$ cat config.mk
export PLATFORM = sky130hd
export DESIGN_NAME = imm_gen_pipe
export DESIGN_NICKNAME = d
export VERILOG_FILES = /design/src/rtl/imm_gen_pkg.sv /design/src/rtl/imm_gen_pipe_decode.sv /design/src/rtl/imm_gen_pipe.sv
export SDC_FILE = /design/constraint.sdc
export NUM_CORES = 1
export LEC_CHECK = 0
export ABC_AREA = 1
export CELL_PAD_IN_SITES_DETAIL_PLACEMENT = 1
export CELL_PAD_IN_SITES_GLOBAL_PLACEMENT = 2
export CORE_ASPECT_RATIO = 1.5
export CORE_UTILIZATION = 32
export CTS_BUF_LIST = sky130_fd_sc_hd__clkbuf_16
export DETAILED_ROUTE_END_ITERATION = 10
export PLACE_DENSITY_LB_ADDON = 0.05
export REMOVE_ABC_BUFFERS = 1
export SLEW_MARGIN = 5
export SYNTH_ARGS = -nofsm -noshare
export SYNTH_HDL_FRONTEND = slang
export SYNTH_SLANG_ARGS = --single-unit
$ cat constraint.sdc
create_clock -name clk -period 1.7 [get_ports clk]
set_input_delay 0.17 -clock clk [delete_from_list [all_inputs] [get_ports clk]]
set_output_delay 0.17 -clock clk [all_outputs]
set_load 0.02 [all_outputs]
$ cat src/rtl/imm_gen_pkg.sv
// Shared opcode encodings and immediate-class enum for the pipelined immediate generator.
package imm_gen_pkg;

  localparam logic [3:0] OP_UPPER  = 4'b0101;
  localparam logic [3:0] OP_BRANCH = 4'b0110;
  localparam logic [3:0] OP_SHORT0 = 4'b1000;
  localparam logic [3:0] OP_SHORT1 = 4'b1001;
  localparam logic [3:0] OP_SHORT2 = 4'b1010;
  localparam logic [3:0] OP_ZEXT   = 4'b1111;

  typedef enum logic [2:0] {
    IMM_NONE,
    IMM_UPPER,
    IMM_BRANCH,
    IMM_SHORT,
    IMM_ZEXT
  } imm_class_t;

  function automatic logic class_is_hit(input imm_class_t c);
    return (c != IMM_NONE);
  endfunction

endpackage

$ cat src/rtl/imm_gen_pipe_decode.sv
// Combinational opcode-to-class decoder feeding stage 1 of imm_gen_pipe.
module imm_gen_decode
  import imm_gen_pkg::*;
(
  input  logic [3:0]  i_opcode,
  output imm_class_t  o_class
);

  always_comb begin
    o_class = IMM_NONE;
    case (i_opcode)
      OP_UPPER:                       o_class = IMM_UPPER;
      OP_BRANCH:                      o_class = IMM_BRANCH;
      OP_SHORT0, OP_SHORT1, OP_SHORT2: o_class = IMM_SHORT;
      OP_ZEXT:                        o_class = IMM_ZEXT;
      default:                        o_class = IMM_NONE;
    endcase
  end

endmodule

$ cat src/rtl/imm_gen_pipe.sv
// Two-stage valid/ready immediate generator with flush and a sticky last-immediate register.
// Build option: define IMM_GEN_ERR_EN to add an err output flagging NONE-class opcodes.
module imm_gen_pipe
  import imm_gen_pkg::*;
#(
  parameter int INST_W       = 16,
  parameter int IMM_W        = 16,
  parameter int UPPER_SHIFT  = 8,
  parameter int BRANCH_SHIFT = 1
) (
  input  logic              clk,
  input  logic              reset,
  input  logic              in_valid,
  output logic              in_ready,
  input  logic [INST_W-1:0] inst,
  input  logic              flush,
  output logic              out_valid,
  input  logic              out_ready,
  output logic [IMM_W-1:0]  imm,
  output logic              imm_hit
`ifdef IMM_GEN_ERR_EN
  , output logic            err
`endif
);

  localparam int FB_W = INST_W - 8;

  function automatic logic [IMM_W-1:0] sext_fb(input logic [FB_W-1:0] f);
    logic signed [FB_W-1:0] s;
    s = f;
    return IMM_W'(s);
  endfunction

  function automatic logic [IMM_W-1:0] zext_fb(input logic [FB_W-1:0] f);
    return IMM_W'(f);
  endfunction

  function automatic logic [IMM_W-1:0] sext_nib(input logic [3:0] n);
    logic signed [3:0] s;
    s = n;
    return IMM_W'(s);
  endfunction

  imm_class_t        w_in_class;
  logic              w_adv1;
  logic              w_adv2;
  logic [FB_W-1:0]   w_fb_p1;
  logic [IMM_W-1:0]  w_res_p1;
  logic              w_hit_p1;

  logic              r_vld_p1;
  logic [INST_W-1:0] r_inst_p1;
  imm_class_t        r_class_p1;
  logic              r_vld_p2;
  logic [IMM_W-1:0]  r_imm_p2;
  logic              r_hit_p2;
  logic [IMM_W-1:0]  r_sticky;
`ifdef IMM_GEN_ERR_EN
  logic              w_err_p1;
  logic              r_err_p2;
`endif

  imm_gen_decode u_decode (
    .i_opcode (inst[3:0]),
    .o_class  (w_in_class)
  );

  assign w_adv2   = !r_vld_p2 || out_ready;
  assign w_adv1   = !r_vld_p1 || w_adv2;
  assign in_ready = w_adv1;

  // Stage 1: capture instruction and its class.
  always_ff @(posedge clk or negedge reset) begin
    if (!reset) begin
      r_vld_p1 <= 1'b0;
    end else if (flush) begin
      r_vld_p1 <= 1'b0;
    end else if (w_adv1) begin
      r_vld_p1 <= in_valid;
    end
  end

  always_ff @(posedge clk) begin
    if (w_adv1 && in_valid) begin
      r_inst_p1  <= inst;
      r_class_p1 <= w_in_class;
    end
  end

  assign w_fb_p1 = r_inst_p1[INST_W-1:8];

  always_comb begin
    w_res_p1 = '0;
    w_hit_p1 = class_is_hit(r_class_p1);
`ifdef IMM_GEN_ERR_EN
    w_err_p1 = 1'b0;
`endif
    case (r_class_p1)
      IMM_UPPER:  w_res_p1 = sext_fb(w_fb_p1) << UPPER_SHIFT;
      IMM_BRANCH: w_res_p1 = sext_fb(w_fb_p1) << BRANCH_SHIFT;
      IMM_SHORT:  w_res_p1 = sext_nib(r_inst_p1[7:4]);
      IMM_ZEXT:   w_res_p1 = zext_fb(w_fb_p1);
      default: begin
`ifdef IMM_GEN_ERR_EN
        w_res_p1 = '0;
        w_err_p1 = 1'b1;
`else
        w_res_p1 = r_sticky;
`endif
      end
    endcase
  end

  // Stage 2: register result; sticky follows every hit that loads here,
  // even on a flush edge, so a following NONE never sees a stale value.
  always_ff @(posedge clk or negedge reset) begin
    if (!reset) begin
      r_vld_p2 <= 1'b0;
      r_imm_p2 <= '0;
      r_hit_p2 <= 1'b0;
      r_sticky <= '0;
`ifdef IMM_GEN_ERR_EN
      r_err_p2 <= 1'b0;
`endif
    end else begin
      if (flush) begin
        r_vld_p2 <= 1'b0;
      end else if (w_adv2) begin
        r_vld_p2 <= r_vld_p1;
      end
      if (w_adv2 && r_vld_p1) begin
        r_imm_p2 <= w_res_p1;
        r_hit_p2 <= w_hit_p1;
`ifdef IMM_GEN_ERR_EN
        r_err_p2 <= w_err_p1;
`endif
        if (w_hit_p1) begin
          r_sticky <= w_res_p1;
        end
      end
    end
  end

  assign out_valid = r_vld_p2;
  assign imm       = r_imm_p2;
  assign imm_hit   = r_hit_p2;
`ifdef IMM_GEN_ERR_EN
  assign err       = r_err_p2;
`endif

endmodule

-- After elaboration in Yosys (flattened, before gate mapping)
Cells that the tools add are included.
Widths: inputs -> output; s select.
- register bits: 54
- output and inout bits: 19
- input bits: 21
- equal/unequal tests: 10
- reduce and logical (&&, ||, !) cells: 11
- multiplexer cells: 6
- operators with widths (operator ; number):
    $pmux 16 s4 ; 1
    $eq 4x4->1 const B ; 4
    $pmux 3 s4 ; 1
    $eq 4x3->1 const B ; 2
    $eq 3x2->1 const B ; 2
    $mux 1 ; 4
    $reduce_bool 2->1 ; 2
    $eq 3x1->1 const B ; 1
    $eq 3x3->1 const B ; 1
    $reduce_bool 3->1 ; 1
    $reduce_or 3->1 ; 1
    $logic_and 1x1->1 ; 2
    $logic_not 1->1 ; 2
    $logic_or 1x1->1 ; 2
    $reduce_and 2->1 ; 1

-- Depth between registers and ports, before layout
Gate-level depths: netlist (run 1).
- word-level depth: 5
- mapped depth: 9

-- Hierarchy
Synthesis (run 1) repeated with hierarchy kept, for this count alone.
- cell total of the unflattened synthesis: 277
- area total of the unflattened synthesis: 2368.5 um2
- by module, submodules not included (module ; cells each ; times used ; area each (um2) ; seq. area each (um2)):
    imm_gen_pipe ; 263 ; 1 ; 2312.2 ; 1326.3
    imm_gen_decode ; 14 ; 1 ; 56.3 ; 0.0

-- Worst setup path before layout (run 1)
Ideal clock, no wire load.
- kind: reg2reg
- from: register r_vld_p2 (netlist: out_valid)
- to: register r_class_p1[0] (enable)
- data required time: 1341 ps
- setup time: 359 ps
- slack: 229 ps
- cell stages (with the launch flop): 4
- arrival time: 1112 ps
- path through: dfrtp_1 > nand3_1 > nand2_1 > inv_1
- longest elaborated chain between the ends: 4
- ends and longest elaborated chain (element ; RTL line ; text):
    from (decl) ; imm_gen_pipe.sv:54 ; logic r_vld_p2;
    from (signal assigned) ; imm_gen_pipe.sv:129 ; r_vld_p2 <= r_vld_p1;
    $logic_not 1->1 ; imm_gen_pipe.sv:68 ; assign w_adv2 = !r_vld_p2 || out_ready;
    $logic_or 1x1->1 ; imm_gen_pipe.sv:68 ;
    $logic_or 1x1->1 ; imm_gen_pipe.sv:69 ; assign w_adv1 = !r_vld_p1 || w_adv2;
    via in_ready ; imm_gen_pipe.sv:14 ; output logic in_ready,
    $logic_and 1x1->1 ; imm_gen_pipe.sv:84 ; if (w_adv1 && in_valid) begin
    to (signal assigned) ; imm_gen_pipe.sv:86 ; r_class_p1 <= w_in_class;
    to (decl) ; imm_gen_pipe.sv:53 ; imm_class_t r_class_p1;
The timed path passes the listed nets, and every way through them passes these cells.
A chain may end at the register's enable or synchronous reset.

-- Worst setup path after layout (run 1)
- from: register r_vld_p1
- to: output in_ready
- longest elaborated chain between the ends: 2
- ends and longest elaborated chain (element ; RTL line ; text):
    from (decl) ; imm_gen_pipe.sv:51 ; logic r_vld_p1;
    from (signal assigned) ; imm_gen_pipe.sv:79 ; r_vld_p1 <= in_valid;
    $logic_not 1->1 ; imm_gen_pipe.sv:69 ;
    $logic_or 1x1->1 ; imm_gen_pipe.sv:69 ;
    to (decl) ; imm_gen_pipe.sv:14 ;
Every way passes these cells.

==> results of run 1 <==
## metal layers
metal / track usage / up-vias / part of all wire
li1: - / 952 / -
met1: 0.198 / 906 / 0.44
met2: 0.287 / 30 / 0.51
met3: 0.0354 / 7 / 0.028
met4: 0.0672 / 0 / 0.018
met5: 0 / - / 0
## sequential cells by signal, summed over array words and instances (netlist names)
signal	count
r_inst_p1	12
out_valid	1
r_vld_p1	1
r_class_p1	3
imm	16
imm_hit	1
r_sticky	16
## cell usage in the layout, fill, tap and decap left out, types with 2 or more instances in the layout
cell type	instances
inv_1	16
nand4_1	3
nand3_1	32
nand3_2	2
clkbuf_16	5
o21bai_1	16
buf_4	12
clkdlybuf4s50_1	38
edfxtp_1	15
nand2_2	3
nor2_8	2
a21oi_1	2
nand2_4	3
dfrtp_1	35
nand2_1	119
## power groups by stage
stage | combinational, mW | sequential, mW | clock [mW]
after global placement | 0.775 | 1.59 | 0
after detailed placement | 0.788 | 1.59 | 0
after CTS | 0.792 | 1.57 | 1.00
final | 0.775 | 1.57 | 0.967
after floorplan | 0.315 | 1.68 | 0
after global routing | 0.867 | 1.59 | 1.04
## cell type report
cell class	count	area, µm²
Sequential cell	50	1330
Timing Repair Buffer	53	505
Tap cell	100	125
Multi-Input combinational cell	188	921
Clock inverter	3	12.5
Inverter	17	68.8
Fill cell	878	4190
Clock buffer	5	125
## per-stage QoR
| stage | util | std cells |
|---|---|---|
| 6_report | 0.424 | 416 |
| 5_1_grt | 0.424 | 416 |
| 4_1_cts | 0.424 | 416 |
| 3_5_place_dp | 0.404 | 407 |
| 3_3_place_gp | 0.404 | 407 |
| 2_1_floorplan | - | 255 |
## worst max-delay path, stage by stage, from the launching register on
cell and delay (ns):
dfrtp_1 0.40, nand3_1 0.13, clkdlybuf4s50_1 0.62
## how the worst max path moves through the flow
stage	endpoint	cells after the start	slack (ns)
2_1_floorplan	r_sticky[0]$_DFFE_PN0P_	7	0.08
3_3_place_gp	in_ready	4	0.15
3_5_place_dp	in_ready	4	0.14
4_1_cts	in_ready	2	0.07
5_1_grt	r_sticky[7]$_DFFE_PN0P_	6	0.03
6_report	in_ready	2	0.08
## cell families after synthesis
family / count (synthesis) / share of synthesized area
flops: 50 / 0.551
buf+inv: 27 / 0.0660
simple gates: 167 / 0.317
compound gates: 21 / 0.0660
==> results by group, run 1 <==
Power
  – Leakage: 1.60 nW
  – Net Sw Frac: 0.294
  – Peak supply drop: around 0.52 mV
  – Net Switching: ~0.97 mW
  – Clk network pwr share: 0.292
  – Cell Pwr Density: 1070 mW/mm²
  – Flop pwr share: 0.474
  – Gate power share: 0.234
  – Overall power: around 3.3 mW
  – Power Internal: about 2.3 mW

Hold path
  – WHS Endpoint: r_inst_p1[12]$_DFFE_PP_
  – Min-delay worst type: in2reg
  – Hold path depth: 1
  – Hold_sp: inst[12]

Setup path
  – CP Class: reg2out
  – Startpoint Class: register
  – Reg2reg path depth: 6
  – Worst reg2reg path startpoint: r_class_p1[1]$_DFFE_PP_
  – CP Data Arrival Time: around 1.5 ns
  – FF-to-FF setup slack: 0.18 ns
  – Worst Setup End Kind: output port
  – Critical Path Source: r_vld_p1$_DFFE_PN0P_
  – Crit path required time: about 1.5 ns
  – Reg2reg end: r_sticky[7]$_DFFE_PN0P_
  – CP max FO: 3

Cells and area
  – Cell area after layout: between 0.003 and 0.004 mm²
  – Layout cell share with drive strength beyond 1: 0.111
  – Final #Nets: about 340
  – Antenna Cells: 0
  – Area grow syn2layout: 28.2%

STA
  – WHS: between 0.4 and 0.5 ns
  – RSZ-0062 raised after global routing: no
  – Period minus WS final: ~1.6 ns
  – F_max: around 0.62 GHz
  – Post-route setup slack: a little over 0.08 ns
  – Fin Clk Skew: approximately 0.0054 ns
  – Setup TNS: 0 ns
  – Max Slew Vio Count: 0
  – Tightest Pin Transition: ~0.73 ns
  – Slew Limit Headroom: 0.515
  – Final setup vio count: 0
  – Part of the cycle the worst path needs: 0.952
  – Final hold violations: 0

Floorplan
  – Row count: 38
  – Die ar.: roughly 0.0079 mm²
  – Die H: 108 µm
  – Initial core utilization: 0.331
  – I/O pins: 40
  – Die width: roughly 73 µm
  – CORE AREA: around 0.0073 mm²

Logic synthesis
  – Yosys warnings: 0
  – Yosys cell types: 23
  – Avg Cell Area, Syn: approximately 9 µm²
  – Synthesized instance count: ~270
  – Yosys top cell area share: 0.364
  – Post-synthesis cell area: about 0.0024 mm²
  – Most frequent cells after synthesis: nand2_1 (119), dfrtp_1 (35), nand3_1 (32)
  – #FFs+latches synth: 50
  – Dominant synthesized flop cell: dfrtp_1
  – Area leader, netlist: dfrtp_1
  – Number of synthesized flops with an enable pin: 15
  – Post-synthesis sequential area ratio: 0.551
  – Leading cell type by number of instances after synthesis: nand2_1
  – Top cells by area, synth: dfrtp_1 (36%), edfxtp_1 (19%), nand2_1 (19%), nand3_1 (6.7%), o21bai_1 (5.0%)
  – Ys async rst share: 0.700

Clocking
  – Clock Latency Late Sink: approximately 0.29 ns
  – Post-CTS Setup Inserts: 0
  – Post-CTS resize count: 0
  – Clock Sinks: 50
  – CTS root buffer: clkbuf_16
  – Max clock buf depth: 2
  – H-tree Lvls: 2
  – Clock-pin transition on the worst setup and hold timing paths: about 0.070 ns
  – CTS tree: built
  – CTS buffer count: 5
  – Hold-fix buffers at CTS: 1

Detailed routing
  – ANT nets after route: 0
  – 1st-iter DRT viols: slightly below 100
  – First-pass iteration count of the detailed router: 4
  – Vias: about 1.9k
  – WL/cell: approximately 14 µm
  – Drc violations: 0
  – Vias per cell: approximately 4.6
  – Final wirelength: about 5700 µm

Global routing
  – Vias in the first global route: between 1.5k and 2k
  – Initial antenna violation count: 0
  – Largest net degree at the start of global routing: 28
  – Global Route Usage Sum: 0.166
  – First-pass GRT wire length: 9710 µm
  – Grt ovf: 0

Placement
  – Placement Setup Slack: between 0.1 and 0.15 ns
  – Cell Area, Placed: slightly below 0.003 mm²
  – DP HPWL: 4260 µm
  – Placer Congestion: between 0.7 and 0.8
  – I/O Buffers: 39

Job
  – Max-cap violations: 0

Status
  – Status: finished clean
Note: power is estimated with default switching activity, not from simulation.
==> run 2, diff against run 1 <==
--- a/config.mk
+++ b/config.mk
@@ -9,7 +9,7 @@
 export CELL_PAD_IN_SITES_DETAIL_PLACEMENT = 1
 export CELL_PAD_IN_SITES_GLOBAL_PLACEMENT = 2
 export CORE_ASPECT_RATIO = 1.5
-export CORE_UTILIZATION = 32
+export CORE_UTILIZATION = 30
 export CTS_BUF_LIST = sky130_fd_sc_hd__clkbuf_16
 export DETAILED_ROUTE_END_ITERATION = 10
 export PLACE_DENSITY_LB_ADDON = 0.05
==> run 2 against run 1 <==
  * Clock power is 2.8% higher
  * Register-to-register slack better by 0.05 ns
  * Cell count grew 0.72%
  * Sequential cell count is the same
==> results by group, run 2 (synthesis gave the netlist of run 1 again) <==
Floorplan
  – Initial core utilization: 0.312 (-0.0187)
  – I/O pins: 40 (unchanged)
  – Die width: 75.1 µm (+3.2%)
  – Die H: 112 µm (+3.2%)
  – Row count: 39 (+2.6%)
  – CORE AREA: 0.00771 mm² (+6.0%)
  – Die ar.: 0.00839 mm² (+6.5%)

STA
  – WHS: 0.424 ns (-0.000285 ns)
  – Part of the cycle the worst path needs: 0.952 (about the same)
  – Period minus WS final: 1.62 ns (+0.000236 ns)
  – Final setup vio count: 0 (unchanged)
  – Fin Clk Skew: 0.00330 ns (-0.00207 ns)
  – RSZ-0062 raised after global routing: no
  – F_max: 0.618 GHz (about the same)
  – Slew Limit Headroom: 0.670 (+0.155)
  – Tightest Pin Transition: 0.495 ns (-0.232 ns)
  – Final hold violations: 0 (unchanged)
  – Setup TNS: 0 ns (unchanged)
  – Max Slew Vio Count: 0 (unchanged)

Cells and area
  – Most common cell after layout, fill and taps aside: nand2_1
  – Area grow syn2layout: 29.8%
  – Layout cell share with drive strength beyond 1: 0.117 (+0.00596)
  – Antenna Cells: 0 (unchanged)
  – Fin cells: 419 (+0.72%)
  – Commonest non-fill, non-tap cells in the layout: nand2_1 (119), clkdlybuf4s50_1 (38), dfrtp_1 (35)
  – Final #Nets: 337 (+0.30%)

Detailed routing
  – ANT nets after route: 0 (unchanged)
  – Drc violations: 0 (unchanged)
  – Vias per cell: 4.58 (+0.65%)
  – WL/cell: 14.0 µm (+1.8%)
  – Vias: 1921 (+1.4%)
  – 1st-iter DRT viols: 35 (-65%)
  – Final wirelength: 5870 µm (+2.6%)
  – First-pass iteration count of the detailed router: 4 (unchanged)

Placement
  – Inst Count DP: 409 (+0.49%)
  – I/O Buffers: 39 (unchanged)
  – DP HPWL: 4330 µm (+1.7%)
  – Placer Congestion: 0.751 (-4.1%)

Global routing
  – Initial antenna violation count: 0 (unchanged)
  – Grt ovf: 0 (unchanged)
  – Global Route Usage Sum: 0.166 (about the same)
  – Vias in the first global route: 2057 (+2.9%)
  – Largest net degree at the start of global routing: 36 (+29%)
  – First-pass GRT wire length: 10200 µm (+4.8%)

Clocking
  – Clock-pin transition on the worst setup and hold timing paths: 0.07 ns (about the same)
  – Max clock buf depth: 2 (unchanged)
  – CTS buffer count: 5 (unchanged)
  – H-tree Lvls: 2 (unchanged)
  – Clock Sinks: 50 (unchanged)
  – CTS tree: built
  – Clock Latency Late Sink: 0.30 ns (about the same)
  – CTS root buffer: clkbuf_16

Hold path
  – Hold path depth: 1 (unchanged)
  – Min-delay worst type: in2reg

Job
  – Max-cap violations: 0 (unchanged)

Setup path
  – WP depth: 2 (unchanged)
  – Max stage delay on crit path: 0.62 ns (about the same)
  – Worst Setup End Kind: output port
  – CP max-delay cell: clkdlybuf4s50_1
  – Kind of cell adding the most delay to the critical path: buffers and inverters
  – CP Buf/Inv Count: 1 (unchanged)
  – Crit path required time: 1.53 ns (about the same)
  – Reg2reg path depth: 6 (unchanged)
  – Worst path cell trace: nand3_1 > clkdlybuf4s50_1
  – CP Data Arrival Time: 1.45 ns (about the same)
  – Startpoint Class: register
  – CP max FO: 3 (unchanged)
  – CP Class: reg2out

Status
  – Status: finished clean

Power
  – Overall power: 3.35 mW (+1.3%)
  – Peak supply drop: 0.616 mV (+18%)
  – Cell Pwr Density: 1070 mW/mm² (about the same)
  – Leakage: 1.60 nW (+0.55%)
==> run 2: changes by cell type in the layout (fill, tap and decap cells not counted), sizes merged <==
cell / delta
buf: +2
inv: -1
clkbuf: -1
clkinvlp: +1
==> run 2: worst paths after layout <==
check	from	end	slack, ns
setup reg to reg	r_class_p1[0]$_DFFE_PP_	imm[10]$_DFFE_PN0N_	0.23
hold reg to reg	imm_hit$_DFFE_PN0N_	imm_hit$_DFFE_PN0N_	0.48
hold / removal	inst[8]	r_inst_p1[8]$_DFFE_PP_	0.42
max in group asynchronous	reset	imm[4]$_DFFE_PN0N_	0.88
setup / recovery	out_valid$_DFFE_PN0P_	in_ready	0.08
min in group asynchronous	reset	r_sticky[12]$_DFFE_PN0P_	0.47
==> run 2: timing repair <==
action | 4_1_cts | 5_1_grt
endpoints found under the hold margin | 35 | 0
resized for setup | 0 | 0
setup endpoints to repair | 0 | 2
setup buffers | 0 | 1
hold buffers | 1 | 0
==> run 2: final cells by class <==
type                       count  area [µm²]
clock buffer                   5         125
fill                         930        4590
timing repair buffer          54         538
sequential                    50        1330
tap                          102         128
inverter                      17        68.8
clock inverter                 3        16.3
multi-input combinational    188         921
==> run 2: per-layer routing <==
layer  up-vias  global-route usage  wire [µm]
li1        956                   -          -
met1       926               0.189       2450
met2        30               0.286       3180
met3         9              0.0380        106
met4         0              0.0742        132
met5         -                   0          0
==> run 2: power by group <==
group          internal [mW]  switching [mW]
Combinational          0.369           0.421
Clock                  0.538           0.456
Sequential              1.44           0.125
Total                   2.35            1.00
==> run 2: metrics by stage <==
stage	utilization	instance area, µm²	setup slack (ns)
6_report	0.405	3120	0.0822
5_1_grt	0.405	3120	0.0106
4_1_cts	0.402	3100	0.0592
3_5_place_dp	0.383	2950	0.0906
3_3_place_gp	0.383	2950	0.132
2_1_floorplan	-	2320	0.0848
==> run 2: worst register-to-register path: cells and delay by family (launching register included) <==
family / cells / cell delay, ns
flip-flops: 1 / 0.58
AND/OR/NAND/NOR: 4 / 0.33
AO/OA/AOI/OAI: 1 / 0.22
buffers and inverters: 1 / 0.23
==> run 3, diff against run 2 <==
--- a/config.mk
+++ b/config.mk
@@ -11,10 +11,12 @@
 export CORE_ASPECT_RATIO = 1.5
 export CORE_UTILIZATION = 30
 export CTS_BUF_LIST = sky130_fd_sc_hd__clkbuf_16
+export CTS_CLUSTER_DIAMETER = 200
 export DETAILED_ROUTE_END_ITERATION = 10
 export PLACE_DENSITY_LB_ADDON = 0.05
 export REMOVE_ABC_BUFFERS = 1
 export SLEW_MARGIN = 5
 export SYNTH_ARGS = -nofsm -noshare
 export SYNTH_HDL_FRONTEND = slang
+export SYNTH_HIERARCHICAL = 1
 export SYNTH_SLANG_ARGS = --single-unit
==> run 3 against run 2 <==
  * Clock power shrank 4.1%
  * Synthesized cell count grew 4.5%
  * Utilization shrank 0.29 points
  * Design area shrank 2.0%
  * Die area shrank 1.5%
  * Setup slack gained 0.0048 ns
  * Highest routed layer unchanged
==> results by group, run 3 <==
STA
  – Slew Limit Headroom: 0.622 (-0.0485)
  – Final setup vio count: 0 (unchanged)
  – Part of the cycle the worst path needs: 0.949 (-0.00285)
  – WHS: 0.438 ns (+0.0142 ns)
  – Post-route setup slack: 0.0871 ns (+0.00485 ns)
  – Final hold violations: 0 (unchanged)
  – Fin Clk Skew: 0.00320 ns (-0.0000984 ns)
  – Max Slew Vio Count: 0 (unchanged)
  – Period minus WS final: 1.61 ns (-0.00485 ns)
  – Tightest Pin Transition: 0.567 ns (+0.0721 ns)
  – RSZ-0062 raised after global routing: no
  – Setup TNS: 0 ns (unchanged)
  – F_max: 0.620 GHz (+0.30%)

Power
  – Net Switching: 0.966 mW (-3.6%)
  – Overall power: 3.30 mW (-1.6%)
  – Gate power share: 0.237 (about the same)
  – Power Internal: 2.33 mW (-0.81%)
  – Flop pwr share: 0.474 (+0.006)
  – Peak supply drop: 0.463 mV (-25%)
  – Net Sw Frac: 0.293 (-0.00589)
  – Clk network pwr share: 0.289 (-0.008)
  – Leakage: 1.54 nW (-4.2%)
  – Cell Pwr Density: 1080 mW/mm² (+0.34%)

Floorplan
  – CORE AREA: 0.00761 mm² (-1.3%)
  – I/O pins: 40 (unchanged)
  – Die ar.: 0.00826 mm² (-1.5%)
  – Row count: 39 (unchanged)
  – Die H: 111 µm (-0.77%)
  – Die width: 74.6 µm (-0.76%)
  – Initial core utilization: 0.311 (-0.000930)

Logic synthesis
  – #FFs+latches synth: 50 (unchanged)
  – Top cells by area, synth: dfrtp_1 (37%), nand2_1 (20%), edfxtp_1 (19%), nand3_1 (7.0%), nor2_1 (3.0%)
  – Yosys cell types: 22 (-4.3%)
  – Ys async rst share: 0.700 (unchanged)
  – Dominant synthesized flop cell: dfrtp_1
  – Post-synthesis sequential area ratio: 0.560 (+0.00874)
  – Leading cell type by number of instances after synthesis: nand2_1
  – Post-synthesis cell area: 0.00237 mm² (-1.6%)
  – Avg Cell Area, Syn: 8.55 µm² (-5.8%)
  – Yosys top cell area share: 0.370 (+0.00577)
  – Synthesized instance count: 277 (+4.5%)
  – Most frequent cells after synthesis: nand2_1 (128), dfrtp_1 (35), nand3_1 (33)
  – Yosys warnings: 6 (+6)
  – Number of synthesized flops with an enable pin: 15 (unchanged)
  – Area leader, netlist: dfrtp_1

Job
  – Max-cap violations: 0 (unchanged)

Placement
  – DP HPWL: 4220 µm (-2.5%)
  – I/O Buffers: 39 (unchanged)
  – Placement Setup Slack: 0.0931 ns (+0.00246 ns)
  – Placer Congestion: 0.727 (-3.1%)
  – Inst Count DP: 420 (+2.7%)

Cells and area
  – Fin cells: 431 (+2.9%)
  – Area grow syn2layout: 29.3%
  – Layout cell share with drive strength beyond 1: 0.106 (-0.0103)
  – Most common cell after layout, fill and taps aside: nand2_1
  – Commonest non-fill, non-tap cells in the layout: nand2_1 (128), clkdlybuf4s50_1 (38), dfrtp_1 (35)
  – Final #Nets: 349 (+3.6%)
  – Antenna Cells: 0 (unchanged)

Setup path
  – Max stage delay on crit path: 0.62 ns (about the same)
  – CP Buf/Inv Count: 1 (unchanged)
  – Startpoint Class: register
  – Crit path required time: 1.53 ns (about the same)
  – CP Data Arrival Time: 1.44 ns (about the same)
  – Worst path cell trace: nand3_1 > clkdlybuf4s50_1
  – CP max-delay cell: clkdlybuf4s50_1
  – CP max FO: 3 (unchanged)
  – Reg2reg path depth: 7 (+1)
  – WP depth: 2 (unchanged)
  – CP Class: reg2out
  – Worst Setup End Kind: output port
  – Kind of cell adding the most delay to the critical path: buffers and inverters

Hold path
  – Min-delay worst type: in2reg
  – Hold path depth: 1 (unchanged)

Detailed routing
  – Final wirelength: 5810 µm (-0.97%)
  – Drc violations: 0 (unchanged)
  – Vias per cell: 4.46 (-2.7%)
  – Vias: 1923 (+0.10%)
  – ANT nets after route: 0 (unchanged)
  – WL/cell: 13.5 µm (-3.7%)
  – 1st-iter DRT viols: 90 (+160%)
  – First-pass iteration count of the detailed router: 4 (unchanged)

Clocking
  – Clock-pin transition on the worst setup and hold timing paths: 0.06 ns (about the same)
  – Max clock buf depth: 2 (unchanged)
  – CTS buffer count: 5 (unchanged)
  – CTS root buffer: clkbuf_16
  – H-tree Lvls: 2 (unchanged)
  – Clock Sinks: 50 (unchanged)
  – Clock Latency Late Sink: 0.28 ns (-0.02 ns)
  – CTS tree: built

Status
  – Status: finished clean

Global routing
  – Largest net degree at the start of global routing: 36 (unchanged)
  – First-pass GRT wire length: 9900 µm (-2.7%)
  – Global Route Usage Sum: 0.159 (-0.00736)
  – Grt ovf: 0 (unchanged)
  – Vias in the first global route: 2004 (-2.6%)
  – Initial antenna violation count: 0 (unchanged)
[run 3: layer usage]
layer,track usage,part of all wire
met3,0.0245,0.020
met4,0.0553,0.015
met1,0.204,0.45
met5,0,0
met2,0.264,0.51
[run 3: cells by family after synthesis]
group	share of synthesized area
AND/OR/NAND/NOR	0.358
buffers and inverters	0.0644
AO/OA/AOI/OAI	0.0180
flip-flops	0.560
[run 3: power groups by stage]
| stage | logic, mW | registers, mW | clock network [mW] |
|---|---|---|---|
| floorplan | 0.317 | 1.68 | 0 |
| global placement | 0.772 | 1.59 | 0 |
| detailed placement | 0.783 | 1.59 | 0 |
| CTS | 0.788 | 1.57 | 0.985 |
| global route | 0.879 | 1.59 | 1.03 |
| finish | 0.781 | 1.56 | 0.953 |
[run 3: stage by stage]
| step | cell area [µm²] | util |
|---|---|---|
| finish | 3060 | 0.402 |
| global route | 3060 | 0.402 |
| CTS | 3050 | 0.400 |
| detailed placement | 2900 | 0.381 |
| global placement | 2900 | 0.381 |
| floorplan | 2290 | - |
[run 3: final timing paths]
path,to,from,slack [ns]
max,in_ready,out_valid$_DFFE_PN0P_,0.09
min,r_inst_p1[4]$_DFFE_PP_,inst[4],0.44
max reg2reg,imm[9]$_DFFE_PN0P_,r_class_p1[0]$_DFFE_PP_,0.15
min reg2reg,imm[6]$_DFFE_PN0P_,imm[6]$_DFFE_PN0P_,0.48
max in group asynchronous,r_sticky[2]$_DFFE_PN0P_,reset,0.90
min in group asynchronous,imm[14]$_DFFE_PN0P_,reset,0.47
[run 3: cell type report]
cell class / count / area [µm²]
fill: 921 / 4550
sequential: 50 / 1330
multi-input combinational: 198 / 890
timing repair buffer: 53 / 505
tap: 102 / 128
clock buffer: 5 / 125
inverter: 20 / 75.1
clock inverter: 3 / 12.5
[run 3: what timing repair did]
action                                 4_1_cts  5_1_grt
hold buffers                                 1        0
buffers inserted                             0        2
setup endpoints to repair                    0       11
endpoints found under the hold margin       35        0
gates resized for setup                      0        0
